===== config.mk =====
export PLATFORM = sky130hd
export DESIGN_NAME = seq_divider
export DESIGN_NICKNAME = d
export VERILOG_FILES = /design/src/rtl/seq_divider_pkg.sv /design/src/rtl/div_step.sv /design/src/rtl/seq_divider.sv
export SDC_FILE = /design/constraint.sdc
export NUM_CORES = 1
export LEC_CHECK = 0
export ABC_AREA = 1
export CAP_MARGIN = 5
export CORE_MARGIN = 4
export CORE_UTILIZATION = 54
export DETAILED_ROUTE_END_ITERATION = 12
export HOLD_SLACK_MARGIN = 0.05
export PLACE_DENSITY = 0.81
export SLEW_MARGIN = 20
export SYNTH_ARGS = -nofsm -noshare
export SYNTH_HDL_FRONTEND = slang
export SYNTH_SLANG_ARGS = --single-unit

===== constraint.sdc =====
create_clock -name clk -period 2.6 [get_ports clk]
set_input_delay 0.52 -clock clk [delete_from_list [all_inputs] [get_ports clk]]
set_output_delay 0.52 -clock clk [all_outputs]
set_load 0.005 [all_outputs]

===== src/rtl/seq_divider_pkg.sv =====
// Shared types, default widths and sizing helper for the sequential divider.
package seq_divider_pkg;

    typedef enum logic [1:0] {
        IDLE = 2'd0,
        BUSY = 2'd1,
        DONE = 2'd2
    } div_state_e;

    localparam int DEF_N_WIDTH = 32;
    localparam int DEF_D_WIDTH = 16;

    function automatic int clog2(input int n);
        int r;
        int v;
        r = 0;
        v = n - 1;
        while (v > 0) begin
            r++;
            v = v >> 1;
        end
        return (r < 1) ? 1 : r;
    endfunction

endpackage


===== src/rtl/div_step.sv =====
// One restoring-division iteration: shift in a dividend bit, trial-subtract.
module div_step
    import seq_divider_pkg::*;
#(
    parameter int D_WIDTH = DEF_D_WIDTH
) (
    input  logic [D_WIDTH:0]   rem,
    input  logic               next_bit,
    input  logic [D_WIDTH-1:0] divisor,
    output logic [D_WIDTH:0]   rem_next,
    output logic               q_bit
);

    logic [D_WIDTH+1:0] shifted;
    logic [D_WIDTH+1:0] wide_div;

    always_comb begin
        shifted  = {rem, next_bit};
        wide_div = {2'b00, divisor};
        q_bit    = (shifted >= wide_div);
        // After a successful subtract the result is below divisor, so it fits
        rem_next = q_bit ? (D_WIDTH+1)'(shifted - wide_div)
                         : shifted[D_WIDTH:0];
    end

endmodule


===== src/rtl/seq_divider.sv =====
// Iterative unsigned restoring divider, one quotient bit per clock.
// Define SEQ_DIVIDER_FORMAL_EN to compile in the checking assertions.
module seq_divider
    import seq_divider_pkg::*;
#(
    parameter int N_WIDTH = DEF_N_WIDTH,
    parameter int D_WIDTH = DEF_D_WIDTH
) (
    input  logic               clk,
    input  logic               rst_n,
    input  logic               in_valid,
    output logic               in_ready,
    input  logic [N_WIDTH-1:0] dividend,
    input  logic [D_WIDTH-1:0] divisor,
    output logic               out_valid,
    input  logic               out_ready,
    output logic [N_WIDTH-1:0] quotient,
    output logic [D_WIDTH-1:0] remainder,
    output logic               div_by_zero
);

    localparam int CNT_W = clog2(N_WIDTH);

    div_state_e         state;
    logic [D_WIDTH:0]   rem;
    logic [N_WIDTH-1:0] quo;
    logic [D_WIDTH-1:0] dsr;
    logic [CNT_W-1:0]   cnt;
    logic [D_WIDTH:0]   rem_nxt;
    logic               q_bit;
    logic [N_WIDTH-1:0] quo_nxt;

    div_step #(
        .D_WIDTH (D_WIDTH)
    ) u_step (
        .rem      (rem),
        .next_bit (quo[N_WIDTH-1]),
        .divisor  (dsr),
        .rem_next (rem_nxt),
        .q_bit    (q_bit)
    );

    // quo doubles as the dividend shift register: MSB out, quotient bit in
    assign quo_nxt = {quo[N_WIDTH-2:0], q_bit};

    always_ff @(posedge clk) begin
        if (!rst_n) begin
            state       <= IDLE;
            in_ready    <= 1'b0;
            out_valid   <= 1'b0;
            quotient    <= '0;
            remainder   <= '0;
            div_by_zero <= 1'b0;
            rem         <= '0;
            quo         <= '0;
            dsr         <= '0;
            cnt         <= '0;
        end else begin
            unique case (state)
                IDLE: begin
                    in_ready <= 1'b1;
                    if (in_valid && in_ready) begin
                        in_ready <= 1'b0;
                        dsr      <= divisor;
                        if (divisor == '0) begin
                            state       <= DONE;
                            out_valid   <= 1'b1;
                            quotient    <= '1;
                            remainder   <= dividend[D_WIDTH-1:0];
                            div_by_zero <= 1'b1;
                        end else begin
                            rem   <= '0;
                            quo   <= dividend;
                            cnt   <= CNT_W'(N_WIDTH - 1);
                            state <= BUSY;
                        end
                    end
                end
                BUSY: begin
                    rem <= rem_nxt;
                    quo <= quo_nxt;
                    cnt <= cnt - 1'b1;
                    if (cnt == '0) begin
                        state       <= DONE;
                        out_valid   <= 1'b1;
                        quotient    <= quo_nxt;
                        remainder   <= rem_nxt[D_WIDTH-1:0];
                        div_by_zero <= 1'b0;
                    end
                end
                DONE: begin
                    if (out_ready) begin
                        state     <= IDLE;
                        out_valid <= 1'b0;
                        in_ready  <= 1'b1;
                    end
                end
                default: begin
                    state <= IDLE;
                end
            endcase
        end
    end

`ifdef SEQ_DIVIDER_FORMAL_EN
    localparam int P_W = N_WIDTH + D_WIDTH;

    logic [N_WIDTH-1:0] dividend_q;
    logic [N_WIDTH-1:0] quotient_q;
    logic [D_WIDTH-1:0] remainder_q;
    logic               dbz_q;
    logic               hold_q;
    logic               in_valid_q;
    logic               in_ready_q;
    logic [P_W-1:0]     product;

    always_ff @(posedge clk) begin
        if (!rst_n) begin
            dividend_q  <= '0;
            quotient_q  <= '0;
            remainder_q <= '0;
            dbz_q       <= 1'b0;
            hold_q      <= 1'b0;
            in_valid_q  <= 1'b0;
            in_ready_q  <= 1'b0;
        end else begin
            if (in_valid && in_ready) begin
                dividend_q <= dividend;
            end
            quotient_q  <= quotient;
            remainder_q <= remainder;
            dbz_q       <= div_by_zero;
            hold_q      <= out_valid && !out_ready;
            in_valid_q  <= in_valid;
            in_ready_q  <= in_ready;
        end
    end

    assign product = P_W'(quotient) * P_W'(dsr) + P_W'(remainder);

    always @(posedge clk) begin
        if (rst_n) begin
            if (out_valid && !div_by_zero) begin
                assert (product == P_W'(dividend_q));
                assert (remainder < dsr);
            end
            if (hold_q) begin
                assert (out_valid);
                assert (quotient == quotient_q);
                assert (remainder == remainder_q);
                assert (div_by_zero == dbz_q);
            end
            assert (!(in_ready && out_valid));
            if (in_valid_q && !in_ready_q) begin
                assume (in_valid);
            end
        end
    end
`endif

endmodule


# ---- Word level (Yosys, flattened, before mapping)
# Index checks and enable logic that the tools add are counted.
# Widths: inputs -> output; s select.
dict set report totals {
  regBits 123
  input_bits 52
  output_inout_bits 51
}
dict set report op_classes {
  n_addsub 2
  magnitude_cmp 1
  n_eq_ne 7
  n_mux 33
  n_reduce_logical 13
}
# operator n
set op_table {}
lappend op_table {{$mux 32} 5}
lappend op_table {{$pmux 32 s2} 2}
lappend op_table {{$mux 17} 3}
lappend op_table {{$mux 16} 3}
lappend op_table {{$pmux 17 s2} 1}
lappend op_table {{$pmux 16 s2} 1}
lappend op_table {{$ge 18x16->1} 1}
lappend op_table {{$sub 17x16->17} 1}
lappend op_table {{$logic_not 16->1} 1}
lappend op_table {{$mux 5} 2}
lappend op_table {{$ne 2x2->1 const B} 5}
lappend op_table {{$pmux 5 s2} 1}
lappend op_table {{$mux 2} 4}
lappend op_table {{$mux 1} 7}
lappend op_table {{$pmux 2 s3} 1}
lappend op_table {{$reduce_and 3->1} 2}
lappend op_table {{$logic_not 5->1} 1}
lappend op_table {{$reduce_and 5->1} 1}
lappend op_table {{$sub 5x1->5 const B} 1}
lappend op_table {{$pmux 1 s2} 2}
lappend op_table {{$reduce_and 2->1} 2}
lappend op_table {{$reduce_and 4->1} 1}
lappend op_table {{$reduce_bool 2->1} 2}
lappend op_table {{$pmux 1 s3} 1}
lappend op_table {{5 further kinds} 5}

# ---- Depth between registers and ports, before layout
dict set report depth {
  ltp_word 4
  ltp_mapped 15
  ltp_nobuf 15
}

# ---- Modules after synthesis
# From an unflattened synthesis, not the netlist that was laid out.
dict set report unflattened {
  hier_cells 1117
  area_unflattened_um2 7025.5
}
# mod n_inst cells_per_inst area_each_um2
set by_module_without_submodules {}
lappend by_module_without_submodules {seq_divider 1 825 5517.8}
lappend by_module_without_submodules {div_step 1 292 1507.7}

# ---- Least setup slack after synthesis
# Ideal clock, no wire load.
dict set report synth_path {
  path_type {register to register}
  start {reg quo[31]}
  end {reg rem[5]}
  setup_time_ns 0.110
  arrival_time_ns 1.779
  required_time_ns 2.490
  path_slack_ns 0.711
  stages_incl_launch_ff 14
  path_buffers 1
  cell_sequence {dfxtp_1 > inv_1 > ha_1 > inv_1 > fa_1 > nand3_1 > nand3_1 > nand3_4 > nand2_4 > buf_6 > nand3_1 > nand3_1 > nand2_1 > inv_1}
}
dict set report synth_between {
  elab_chain_len 3
  word_cells_on_any_way 4
}
# item line_no
set synth_rtl {}
lappend synth_rtl {{from (decl)} seq_divider.sv:26} ;# logic [N_WIDTH-1:0] quo;
lappend synth_rtl {{from (signal assigned)} seq_divider.sv:73} ;# quo <= dividend;
lappend synth_rtl {{from (signal assigned)} seq_divider.sv:81} ;# quo <= quo_nxt;
lappend synth_rtl {{$sub 17x16->17 / $ge 18x16->1 (equally long branches)} {div_step.sv:22, div_step.sv:20}}
lappend synth_rtl {{$mux 17 (*)} div_step.sv:22} ;# rem_next = q_bit ? (D_WIDTH+1)'(shifted - wide_div)
lappend synth_rtl {{$pmux 17 s2 (*)} seq_divider.sv:59} ;# unique case (state)
lappend synth_rtl {{to (signal assigned)} seq_divider.sv:80} ;# rem <= rem_nxt;
lappend synth_rtl {{to (decl)} seq_divider.sv:25} ;# logic [D_WIDTH:0] rem;
# Mark *: on every way between the ends. The rest lies on a longest branch, timed or not.
# A chain may end at the register's enable or synchronous reset.

# ---- Worst setup path in the final report
dict set report layout_path {
  start {reg rem[7]}
  end {reg rem[12]}
}
dict set report layout_between {
  elab_chain_len 3
  word_cells_on_any_way 4
}
# item line_no
set layout_rtl {}
lappend layout_rtl {{$sub 17x16->17 / $ge 18x16->1 (equally long branches)} {div_step.sv:22, div_step.sv:20}}
lappend layout_rtl {{$mux 17 (*)} div_step.sv:22}
lappend layout_rtl {{$pmux 17 s2 (*)} seq_divider.sv:59}
# Marks and branches as above.

==> metrics.yaml <==
cts:
  cts_tree: "built"
  post_cts.repair.setup_buffers: 0
  clock-root-buffer: "clkbuf_16"
  htreeDepth: 4
  cts_buffer_depth: 2
  clkSlewWorstSetupHoldPaths_ps: 60
  cts_resized: 0
  clkSinkCount: 123
  insertion_delay_ps: 420
  holdBufCountCts: 0
  numCtsBuffers: 17
job:
  maxCapViolations: 0
drt:
  drtIter0Drc: 648
  wirelength_mm: 16.6
  dr.pass1.iters: 5
  num_vias: 6223
  drc: 0
  via_per_inst: 5.44
  post_drt_wl_per_cell_um: 14.5
  ant_nets: 0
floorplanning:
  row_count: 39
  core_area_mm2: 0.0114
  die_h_um: 116
  die_area_mm2: 0.0134
  io_pins: 103
  die_w_um: 116
  initial_core_util_pct: 54.9
critical_path:
  ff2ff_setup_slack_ps: 370
  critical_path_arrival_ps: 2590
  path_depth: 11
  cp-endpoint: "rem[12]"
  cpMostUsedCell: "nand3_1"
  startpoint: "rem[7]"
  cp_top_family: "simple AND/OR/NAND/NOR gates"
  crit_required_ps: 2960
  critical_path_class: "register to register"
  cp-end-kind: "register"
  cp.buffers_inverters: 1
  crit_fanout: 18
  r2r_end: "rem[12]"
  reg2reg_depth: 11
  slowest_delay_ps: 400
  worst_setup_path_start_kind: "register"
  worstPathCellList: "ha_1 -> nand2_1 -> nor2_1 -> nand3_1 -> nand3_1 -> nand3_4 -> nand2_4 -> nand3_1 -> nand3_1 -> nand2_1 -> inv_1"
  critical-path-slowest-cell: "ha_1"
  rr_startpoint: "rem[7]"
yosys:
  yosys.area_share.adder_pct: 3.93
  yosys.area.top_type: "dfxtp_1"
  netlist_area_mm2: 0.00625
  syn_inst: 901
  synthFlopType: "dfxtp_1"
  synth_xor_area_share_pct: 1.40
  async_reset_ff_share_pct: 0
  synth_mux_area_share_pct: 0
  synth_top_family_by_area: "simple AND/OR/NAND/NOR gates"
  synthTopCellsByArea: "dfxtp_1 (39%), nand2_1 (12%), inv_1 (6.1%)"
  seq_area_frac_synth_pct: 39.4
  yosysWarnings: 0
  synth_simple_gate_area_share_pct: 27.4
  synth_edf_count: 0
  synth_nets: 972
  postSynthAreaPerCell_um2: 6.93
  synth_compound_area_share_pct: 17.6
  synth_cell_types: 34
  ys_seq_elements: 123
  synth_top_area_share_pct: 39.4
layout:
  num-fill-cells: 955
  area_growth_pct: 27.3
  num-nets-final: 1058
  drive_gt1_share_pct: 7.10
  antenna_cells: 0
power_and_ir_drop:
  power_frac_comb_pct: 28.1
  powerDensity_mw_per_mm2: 806
  power.switching_w: 0.00215
  sequentialPowerShare_pct: 34.0
  pwr-share-clk_pct: 37.9
  finalPower_w: 0.00642
  ir_drop_v: 0.000389
  leakagePower_nw: 3.65
  swShare_pct: 33.4
  p_int_w: 0.00427
sta:
  max_freq_mhz: 448
  whs_ps: 461
  setup_violations: 0
  finalWorstSetupSlack_ps: 370
  max_slew.worst_pin.slew_ps: 763
  max_slew_margin_pct: 49.1
  hold_viol_final: 0
  finalCritPeriodShare_pct: 85.8
  finClkSkew_ps: 7.34
  rsz0062_at_grt: "false"
  fin_setup_tns_ps: 0
  fin_crit_ps: 2230
  drv_slew: 0
global_routing:
  grt_pass1_vias: 5633
  grt_pass1_wl_mm: 27.0
  antenna_found_initial: 0
  grt_overflow: 0
  grt_max_degree: 86
  grt.total_usage_pct: 25.2
placed_design:
  dp_worst_setup_slack_ps: 237
  io_buffer_count: 102
  dpl.hpwl_mm: 11.8
  gp_congestion: 0.871
worst_hold_path:
  hold_class: "register to register"
status:
  status: "complete, no violations"
-- how the worst min path moves through the flow --
stage / start / endpoint / slack (ps) / cells past startpoint
after floorplan: dsr[10] / dsr[10] / 430 / 2
after global placement: dsr[11] / dsr[11] / 450 / 2
after detailed placement: dsr[9] / dsr[9] / 460 / 2
after CTS: dsr[9] / dsr[9] / 460 / 2
after global routing: dsr[14] / dsr[14] / 480 / 2
final: dsr[9] / dsr[9] / 460 / 2
-- registers in the layout (all words and copies together), names as in the netlist --
register	flops
quotient	32
in_ready	1
out_valid	1
remainder	16
cnt	5
dsr	16
rem	17
div_by_zero	1
quo	32
state	2
-- through the flow --
stage                     util (%)  area [um^2]  cells
after detailed placement      64.6         7350   1111
final                         70.0         7960   1143
after floorplan                  -         6250    901
after global routing          70.0         7960   1143
after CTS                     70.0         7960   1143
after global placement        64.6         7350   1111
-- area by class of cell --
cell class                 instances  area (um^2)  share of cell area [%]
timing repair buffer             117         1170                    14.7
multi-input combinational        622         3140                    39.5
clock inverter                    13          164                    2.06
clock buffer                      19          443                    5.57
tap                              143          179                    2.25
sequential                       123         2460                    31.0
inverter                         106          398                    5.00
-- tightest hold or removal path: cells and delay by family (launching register included) --
family	cells	cell delay, ps
AOI/OAI and AO/OA	1	60
buffers and inverters	1	60
DFF	1	290
-- power groups by stage --
stage               clock network [W]  logic, W  registers (W)
detailed placement                  0   0.00176        0.00221
finish                        0.00243   0.00180        0.00218
global route                  0.00253   0.00203        0.00220
CTS                           0.00245   0.00178        0.00217
global placement                    0   0.00174        0.00221
floorplan                           0   0.00131        0.00218
-- synth_stat cells, types with 3 or more instances --
| cell type | count |
|---|---|
| nand2_1 | 196 |
| dfxtp_1 | 123 |
| inv_1 | 102 |
| nor2_1 | 102 |
| o21ai_0 | 76 |
| a21oi_1 | 69 |
| nand3_1 | 69 |
| clkbuf_1 | 29 |
| nand4_1 | 21 |
| ha_1 | 18 |
| a31oi_1 | 16 |
| o221a_2 | 12 |
| xor2_1 | 10 |
| buf_2 | 9 |
| buf_1 | 5 |
| buf_6 | 5 |
| nor3_1 | 5 |
| o21ai_1 | 5 |
| inv_2 | 4 |
| o221a_1 | 4 |
| and2_1 | 3 |
| o21bai_1 | 3 |
-- layout by cell type (no fill, tap or decap), types with 4 or more instances in the layout --
master	synthesis	layout
nor3_1	5	5
ha_1	18	18
a21oi_1	69	69
clkbuf_16	0	17
o221a_2	12	12
nand3_1	69	69
o221a_1	4	4
clkdlybuf4s50_1	0	101
nand2_1	196	196
o21ai_0	76	76
nor2_1	102	102
xor2_1	10	10
nand4_1	21	21
inv_1	102	102
inv_2	4	4
dfxtp_1	123	123
o21ai_1	5	5
a31oi_1	16	16
buf_4	2	12
-- logic make-up after synthesis --
group,count (synthesis)
AND/OR/NAND/NOR,403
AO/OA/AOI/OAI,190
buffers and inverters,156
flip-flops,123
adder cells (fa/ha/maj),19
XOR/XNOR,10
-- metal layers --
metal	track usage, %	part of all wire (%)	up-vias
met5	0	0	-
met4	8.92	1.9	0
met3	4.49	8.2	34
met2	38.9	44	264
met1	35.6	45	2783
li1	-	-	3142
Note: power is estimated with default switching activity, not from simulation.
